[config.mk]
export PLATFORM = sky130hd
export DESIGN_NAME = uart_rx
export DESIGN_NICKNAME = d
export VERILOG_FILES = /design/src/rtl/uart_rx.sv
export SDC_FILE = /design/constraint.sdc
export NUM_CORES = 1
export LEC_CHECK = 0
export CAP_MARGIN = 5
export CORE_ASPECT_RATIO = 0.6
export CORE_MARGIN = 1
export CORE_UTILIZATION = 48
export CTS_BUF_LIST = sky130_fd_sc_hd__clkbuf_4 sky130_fd_sc_hd__clkbuf_8 sky130_fd_sc_hd__clkbuf_16
export CTS_CLUSTER_SIZE = 28
export DETAILED_ROUTE_END_ITERATION = 16
export PLACE_DENSITY = 0.63
export SLEW_MARGIN = 5
export SYNTH_ARGS = -nofsm -noshare
export SYNTH_HDL_FRONTEND = slang
export SYNTH_SLANG_ARGS = --single-unit
[constraint.sdc]
create_clock -name clk -period 2.56 [get_ports clk]
set_input_delay 0.768 -clock clk [delete_from_list [all_inputs] [get_ports clk]]
set_output_delay 0.768 -clock clk [all_outputs]
set_load 0.01 [all_outputs]
[src/rtl/uart_rx.sv]
// 8N1 UART receiver: 2-flop input synchroniser, 16x oversampling from a baud-tick
// divider, one-entry holding register with valid/read handshake, framing and overrun pulses.
module uart_rx #(
    parameter int BAUD_DIV   = 27,
    parameter int OVERSAMPLE = 16
) (
    input  logic       clk,
    input  logic       reset,
    input  logic       iRX_DATA,
    input  logic       iREAD,
    output logic [7:0] oRX_DATA,
    output logic       oRX_VALID,
    output logic       oFRAME_ERR,
    output logic       oOVERRUN,
    output logic       oBUSY
);

    localparam logic [15:0] DIV_LAST  = 16'(BAUD_DIV - 1);
    localparam logic [3:0]  TICK_LAST = 4'(OVERSAMPLE - 1);
    localparam logic [3:0]  TICK_MID  = 4'(OVERSAMPLE / 2 - 1);

    typedef enum logic [2:0] {IDLE, START, DATA, STOP, BREAK} state_t;

    state_t      state;
    logic        rx_meta;
    logic        rx_s;
    logic [15:0] div_cnt;
    logic        tick;
    logic [3:0]  tick_cnt;
    logic [2:0]  bit_idx;
    logic [7:0]  shreg;

    // Synchroniser resets to the idle (high) line level so reset never looks like a start bit.
    // NOTE: sequential state uses non-blocking assignments so every flop samples pre-edge values.
    always_ff @(posedge clk or posedge reset) begin
        if (reset) begin
            rx_meta <= 1'b1;
            rx_s    <= 1'b1;
        end else begin
            rx_meta <= iRX_DATA;
            rx_s    <= rx_meta;
        end
    end

    assign tick = (state != IDLE) && (div_cnt == DIV_LAST);

    // Held at zero in IDLE, so the first tick lands BAUD_DIV clks after start detect.
    always_ff @(posedge clk or posedge reset) begin
        if (reset)
            div_cnt <= '0;
        else if (state == IDLE || tick)
            div_cnt <= '0;
        else
            div_cnt <= div_cnt + 16'd1;
    end

    always_ff @(posedge clk or posedge reset) begin
        if (reset) begin
            state      <= IDLE;
            tick_cnt   <= '0;
            bit_idx    <= '0;
            shreg      <= '0;
            oRX_DATA   <= '0;
            oRX_VALID  <= 1'b0;
            oFRAME_ERR <= 1'b0;
            oOVERRUN   <= 1'b0;
        end else begin
            oFRAME_ERR <= 1'b0;
            oOVERRUN   <= 1'b0;
            if (iREAD)
                oRX_VALID <= 1'b0;
            if (tick)
                tick_cnt <= tick_cnt + 4'd1;

            case (state)
                IDLE: begin
                    if (!rx_s) begin
                        state    <= START;
                        tick_cnt <= '0;
                    end
                end
                START: begin
                    if (tick && tick_cnt == TICK_MID) begin
                        if (rx_s) begin
                            state <= IDLE;
                        end else begin
                            state    <= DATA;
                            tick_cnt <= '0;
                            bit_idx  <= '0;
                        end
                    end
                end
                DATA: begin
                    if (tick && tick_cnt == TICK_LAST) begin
                        shreg   <= {rx_s, shreg[7:1]};
                        bit_idx <= bit_idx + 3'd1;
                        if (bit_idx == 3'd7)
                            state <= STOP;
                    end
                end
                STOP: begin
                    // Leaving at mid stop bit lets a back-to-back start edge be caught.
                    if (tick && tick_cnt == TICK_LAST) begin
                        if (rx_s) begin
                            oRX_DATA  <= shreg;
                            oRX_VALID <= 1'b1;
                            oOVERRUN  <= oRX_VALID && !iREAD;
                            state     <= IDLE;
                        end else begin
                            oFRAME_ERR <= 1'b1;
                            state      <= BREAK;
                        end
                    end
                end
                BREAK: begin
                    if (rx_s)
                        state <= IDLE;
                end
                default: state <= IDLE;
            endcase
        end
    end

    assign oBUSY = (state != IDLE);

endmodule

==> flow_metrics.py, run 1 <==
metrics = {
    "run_status": {
        "status": "finished, final reports clean",
    },
    "routing": {
        "first_iter_violations": 119,
        "vias": 1694,
        "drc": 0,
        "wl_per_cell_um": 16.4,
        "avgViaCountPerCell": 5.88,
        "finalWirelength_um": 4730,
        "postRouteAntennaNets": 0,
        "dr.pass1.iters": 4,
    },
    "critical_path": {
        "start_kind": "register",
        "crit_path_end_kind": "primary output",
        "cp.buffers_inverters": 2,
        "path_delay_family": "buffers and inverters",
        "slowest_delay_ps": 510,
        "cp_slowest_cell": "dfrtp_1",
        "ff2ff_setup_slack_ps": 260,
        "worstPathRequired_ps": 1790,
        "r2r-end": "bit_idx[0]",
        "critPathKind": "register to primary output",
        "r2r-start": "div_cnt[0]",
        "path_cells": "nor3_4, inv_1, clkdlybuf4s50_1",
        "critPathMaxFanout": 10,
        "cp.arrival_ps": 1680,
        "reg2reg_depth": 6,
    },
    "hold_path": {
        "min_from": "rx_meta",
        "hold_path_depth": 0,
        "min_to": "rx_s",
        "hold_path_class": "register to register",
    },
    "sta": {
        "slew_viol_final": 0,
        "skew_ps": 6.68,
        "tns_ps": 0,
        "timing.slew.headroom_pct": 72.0,
        "setup_viol": 0,
        "hold_viol_final": 0,
        "worstMarginPinSlew_ps": 417,
        "min_period_over_period_pct": 95.4,
        "rsz0062_at_grt": "no",
        "layout_min_cycle_time_ps": 2440,
        "fmax_mhz": 409,
    },
    "global_route": {
        "grt_pass1_wl_um": 8220,
        "grt_usage_pct": 20.9,
        "grt_max_degree": 23,
        "grt_pass1_vias": 1650,
        "grt-ovfl-total": 0,
        "antenna_found_initial": 0,
    },
    "place": {
        "dp_hpwl_um": 3450,
        "gp_congestion": 0.903,
        "portBuffers": 15,
    },
    "synth": {
        "ys_seq_area_share_pct": 51.8,
        "synth_edf_count": 0,
        "synth_cells": 204,
        "synth.top_cell.area_share_pct": 49.5,
        "syn-cell-area_mm2": 0.00227,
        "yosys-top-cells-count": "45 x dfrtp_1, 19 x nor2_1, 17 x mux2_2, 12 x nand2_1, 10 x inv_1",
        "synth_fp_nets": 213,
        "synth_most_common_cell": "dfrtp_1",
        "async_reset_ff_share_pct": 100,
        "ys_ff_latch": 47,
        "synth_largest_area_cell": "dfrtp_1",
        "yosysWarningCount": 0,
        "synth_area_leaders": "dfrtp_1 50%, mux2_2 8.4%, nor2_1 3.1%",
        "ys_types": 45,
        "syn_area_per_cell_um2": 11.2,
        "synthFlopType": "dfrtp_1",
    },
    "cts": {
        "cts_setup_buffers": 0,
        "numCtsBuffers": 5,
        "clk_pin_slew_ps": 80,
        "htreeDepth": 2,
        "root_buffer": "clkbuf_8",
        "clk_latency_ps": 300,
        "cts_resized": 1,
        "cts_hold_buf": 0,
        "cts_tree": "yes",
        "numClockSinks": 47,
        "cts_max_path_buffers": 2,
    },
    "pwr": {
        "total_leakage_power_nw": 1.15,
        "peakVddDrop_mv": 0.251,
        "p_per_area_mw_per_mm2": 462,
    },
    "finish": {
        "drive_gt1_share_pct": 19.7,
        "diodes": 0,
        "post-route-util_pct": 61.1,
        "area_growth_pct": 16.2,
        "nNetsFinal": 237,
    },
    "floorplanning": {
        "die-area_mm2": 0.00503,
        "io_pins": 16,
        "die_height_um": 55.3,
        "placementRows": 18,
        "core_mm2": 0.00432,
        "initial_core_util_pct": 52.6,
        "die_w_um": 90.9,
    },
    "job": {
        "drv_cap": 0,
    },
}
## how the worst max path moves through the flow
| stage | start | to | slack [ps] | depth (start not counted) |
|---|---|---|---|---|
| 2_1_floorplan | div_cnt[0] | bit_idx[0] | 500 | 6 |
| 3_3_place_gp | div_cnt[0] | bit_idx[0] | 200 | 6 |
| 3_5_place_dp | state[0] | oBUSY | 220 | 3 |
| 4_1_cts | state[0] | oBUSY | 70 | 3 |
| 5_1_grt | div_cnt[0] | state[1] | 9 | 6 |
| 6_report | state[0] | oBUSY | 120 | 3 |
## cell usage in the layout, fill, tap and decap left out, types with 2 or more instances in the layout
master,netlist,final
o21ai_0,6,6
nor2b_1,2,2
nor4_1,4,4
nand4_1,4,4
or4_1,2,2
clkbuf_8,0,6
mux2_2,17,17
ha_1,5,5
a21oi_1,3,3
nand2_1,12,12
buf_4,0,8
dfrtp_1,45,45
nor2_1,19,19
mux2i_1,2,2
o31ai_1,3,3
xor2_1,4,4
xnor2_1,8,8
dfstp_2,2,2
and4_1,2,2
nor4_4,2,2
nor3_1,7,6
clkdlybuf4s50_1,0,15
a22oi_1,5,5
nand3_1,9,9
inv_1,10,9
nand2b_1,2,2
or3_1,4,4
## cell type report
class	instances	area, um^2
Inverter	10	37.5
Timing Repair Buffer	24	230
Multi-Input combinational cell	140	1030
Clock buffer	6	82.6
Tap cell	60	75.1
Fill cell	358	1680
Clock inverter	1	5.00
Sequential cell	47	1180
## worst reg2reg max path: cells and delay by family, from the launching register on
kind	cells	cell delay [ps]
flops	1	440
simple gates	3	1200
mux	1	290
buf+inv	1	80
fa+ha+maj	1	180
## cells by family (layout without fill, tap and decap cells)
logic type / after synthesis / count (layout) / share of synthesized area, %
simple gates: 82 / 82 / 21.9
compound gates: 22 / 22 / 6.38
buf+inv: 17 / 41 / 3.19
flops: 47 / 47 / 51.8
xor+xnor: 12 / 12 / 4.62
mux: 19 / 19 / 9.30
fa+ha+maj: 5 / 5 / 2.75
## power by group
group / internal (mW) / leakage [nW] / switching [mW]
Combinational: 0.00914 / 0.481 / 0.0176
Sequential: 0.745 / 0.625 / 0.00220
Clock: 0.212 / 0.0470 / 0.235
## metal layers
metal | vias to the layer above | track usage, % | routed length (um)
li1 | 782 | - | -
met1 | 835 | 31.3 | 2310
met5 | - | 0 | 0
met2 | 72 | 30.8 | 2060
met3 | 5 | 4.41 | 319
met4 | 0 | 5.44 | 31
## state kept, by name, indices dropped and copies added, names as in the netlist
signal / count
bit_idx: 3
div_cnt: 16
oFRAME_ERR: 1
oOVERRUN: 1
oRX_DATA: 8
oRX_VALID: 1
rx_meta: 1
rx_s: 1
shreg: 8
state: 3
tick_cnt: 4
## through the flow
step | total power [mW] | hold slack, ps | cells | instance area [um^2] | worst slack (ps)
5_1_grt | 1.27 | 372 | 288 | 2640 | 8.81
4_1_cts | 1.23 | 360 | 288 | 2640 | 74.7
2_1_floorplan | 0.774 | 345 | 204 | 2270 | 500
3_3_place_gp | 0.789 | 348 | 281 | 2540 | 195
6_report | 1.22 | 360 | 288 | 2640 | 117
3_5_place_dp | 0.790 | 348 | 281 | 2540 | 216
(Power assumes the default switching activity.)
==> run 2, diff against run 1 <==
--- a/config.mk
+++ b/config.mk
@@ -12,7 +12,8 @@
 export CTS_BUF_LIST = sky130_fd_sc_hd__clkbuf_4 sky130_fd_sc_hd__clkbuf_8 sky130_fd_sc_hd__clkbuf_16
 export CTS_CLUSTER_SIZE = 28
 export DETAILED_ROUTE_END_ITERATION = 16
-export PLACE_DENSITY = 0.63
+export PLACE_DENSITY = 0.78
+export SETUP_SLACK_MARGIN = 0.1
 export SLEW_MARGIN = 5
 export SYNTH_ARGS = -nofsm -noshare
 export SYNTH_HDL_FRONTEND = slang
==> flow_metrics.py, run 2 (same netlist as run 1, synthesis figures left out) <==
metrics = {
    "routing": {
        "wl_per_cell_um": 14.6,
        "avgViaCountPerCell": 5.46,
        "postRouteAntennaNets": 0,
        "dr.pass1.iters": 4,
        "first_iter_violations": 67,
        "vias": 1582,
        "finalWirelength_um": 4250,
        "drc": 0,
    },
    "finish": {
        "drive_gt1_share_pct": 21.3,
        "largestRegisters": "div_cnt x16, oRX_DATA x8, shreg x8",
        "post-route-util_pct": 62.0,
        "final_cell_mix": "44 x dfrtp_1, 19 x nor2_1, 17 x mux2_2, 15 x clkdlybuf4s50_1, 12 x nand2_1",
        "nNetsFinal": 238,
        "final_common_cell": "dfrtp_1",
        "regMostFlops": "div_cnt",
        "largest_reg_flops": 16,
        "diodes": 0,
        "area_growth_pct": 17.8,
    },
    "place": {
        "dp_hpwl_um": 2970,
        "gp_congestion": 0.882,
        "portBuffers": 15,
    },
    "cts": {
        "cts_hold_buf": 0,
        "htreeDepth": 2,
        "cts_tree": "yes",
        "numClockSinks": 47,
        "cts_max_path_buffers": 2,
        "root_buffer": "clkbuf_8",
        "clk_pin_slew_ps": 90,
        "numCtsBuffers": 5,
        "clk_latency_ps": 310,
    },
    "sta": {
        "timing.slew.headroom_pct": 64.6,
        "layout_min_cycle_time_ps": 2410,
        "min_period_over_period_pct": 94.0,
        "rsz0062_at_grt": "no",
        "fmax_mhz": 416,
        "setup_viol": 0,
        "hold_viol_final": 0,
        "slew_viol_final": 0,
        "skew_ps": 9.92,
        "worstMarginPinSlew_ps": 529,
        "tns_ps": 0,
    },
    "pwr": {
        "swShare_pct": 21.2,
        "pwr-share-clk_pct": 41.8,
        "pwr-share-seq_pct": 56.3,
        "total_leakage_power_nw": 1.17,
        "internal-power_mw": 1.05,
        "combPwrFrac_pct": 1.9,
        "p_per_area_mw_per_mm2": 496,
        "p_switching_mw": 0.281,
        "total_power_mw": 1.33,
        "peakVddDrop_mv": 0.320,
    },
    "critical_path": {
        "critPathKind": "register to primary output",
        "worstPathRequired_ps": 1790,
        "start_kind": "register",
        "critPathMaxFanout": 12,
        "slowest_delay_ps": 490,
        "cp_slowest_cell": "dfrtp_2",
        "cp.arrival_ps": 1640,
        "path_cells": "nor3_4, inv_1, clkdlybuf4s50_1",
        "crit_path_end_kind": "primary output",
    },
    "global_route": {
        "antenna_found_initial": 0,
        "grt_max_degree": 48,
        "grt-ovfl-total": 0,
        "grt_pass1_vias": 1529,
        "grt_pass1_wl_um": 7390,
        "grt_usage_pct": 19.0,
    },
    "floorplanning": {
        "initial_core_util_pct": 52.6,
        "io_pins": 16,
        "die_w_um": 90.9,
        "die-area_mm2": 0.00503,
        "die_height_um": 55.3,
        "core_mm2": 0.00432,
        "placementRows": 18,
    },
    "hold_path": {
        "hold_path_class": "register to register",
    },
    "job": {
        "drv_cap": 0,
    },
    "run_status": {
        "status": "finished, final reports clean",
    },
}
-- run 2: changes by cell type in the layout (fill, tap and decap cells not counted), sizes merged --
cell	before	now
clkbuf	6	5
inv	9	11
buf	9	10
clkinvlp	0	1
clkinv	2	0
bufinv	0	1
-- run 2: timing repair --
item,CTS,global route
setup buffers,0,2
endpoints found under the setup margin,1,1
resized for setup,2,1
pin swaps,0,1
-- run 2: critical path, delay by kind of cell, from the launching register on --
kind | cells | cell delay [ps]
buf+inv | 2 | 570
flops | 1 | 490
simple gates | 1 | 270
-- run 2: path summary, 6_finish.rpt --
check                      startpoint     endpoint  slack (ps)  cells past startpoint
setup / recovery             state[1]        oBUSY         150                      3
hold / removal                rx_meta         rx_s         370                      0
setup reg to reg           div_cnt[0]  oRX_DATA[1]         360                      6
hold reg to reg               rx_meta         rx_s         370                      0
max in group asynchronous       reset      rx_meta        1500                      3
min in group asynchronous       reset  div_cnt[11]         790                      3
-- run 2: power groups by stage --
| stage | registers (mW) | logic (mW) | clock network, mW |
|---|---|---|---|
| 3_3_place_gp | 0.762 | 0.0264 | 0 |
| 4_1_cts | 0.747 | 0.0268 | 0.571 |
| 6_report | 0.747 | 0.0255 | 0.556 |
| 5_1_grt | 0.748 | 0.0297 | 0.596 |
| 3_5_place_dp | 0.762 | 0.0268 | 0 |
| 2_1_floorplan | 0.760 | 0.0150 | 0 |
-- run 2: cell type report --
| cell class | instances | area, um^2 |
|---|---|---|
| clock buffer | 5 | 68.8 |
| clock inverter | 3 | 46.3 |
| fill | 366 | 1640 |
| inverter | 10 | 37.5 |
| multi-input combinational | 140 | 1030 |
| sequential | 47 | 1180 |
| tap | 60 | 75.1 |
| timing repair buffer | 25 | 238 |
-- run 2: metal layers --
| layer | GRT usage [%] | wire length [um] |
|---|---|---|
| met4 | 6.80 | 48 |
| met1 | 29.7 | 2330 |
| met3 | 5.65 | 201 |
| met2 | 24.4 | 1660 |
| met5 | 0 | 0 |
-- run 2: metrics by stage --
step                      instance area, um^2  setup WS [ps]  std cells  hold WS, ps
final                                    2680            153        290          365
after global routing                     2680            105        290          371
after CTS                                2660            101        288          367
after detailed placement                 2540            216        280          353
after global placement                   2540            283        280          346
after floorplan                          2270            500        204          345
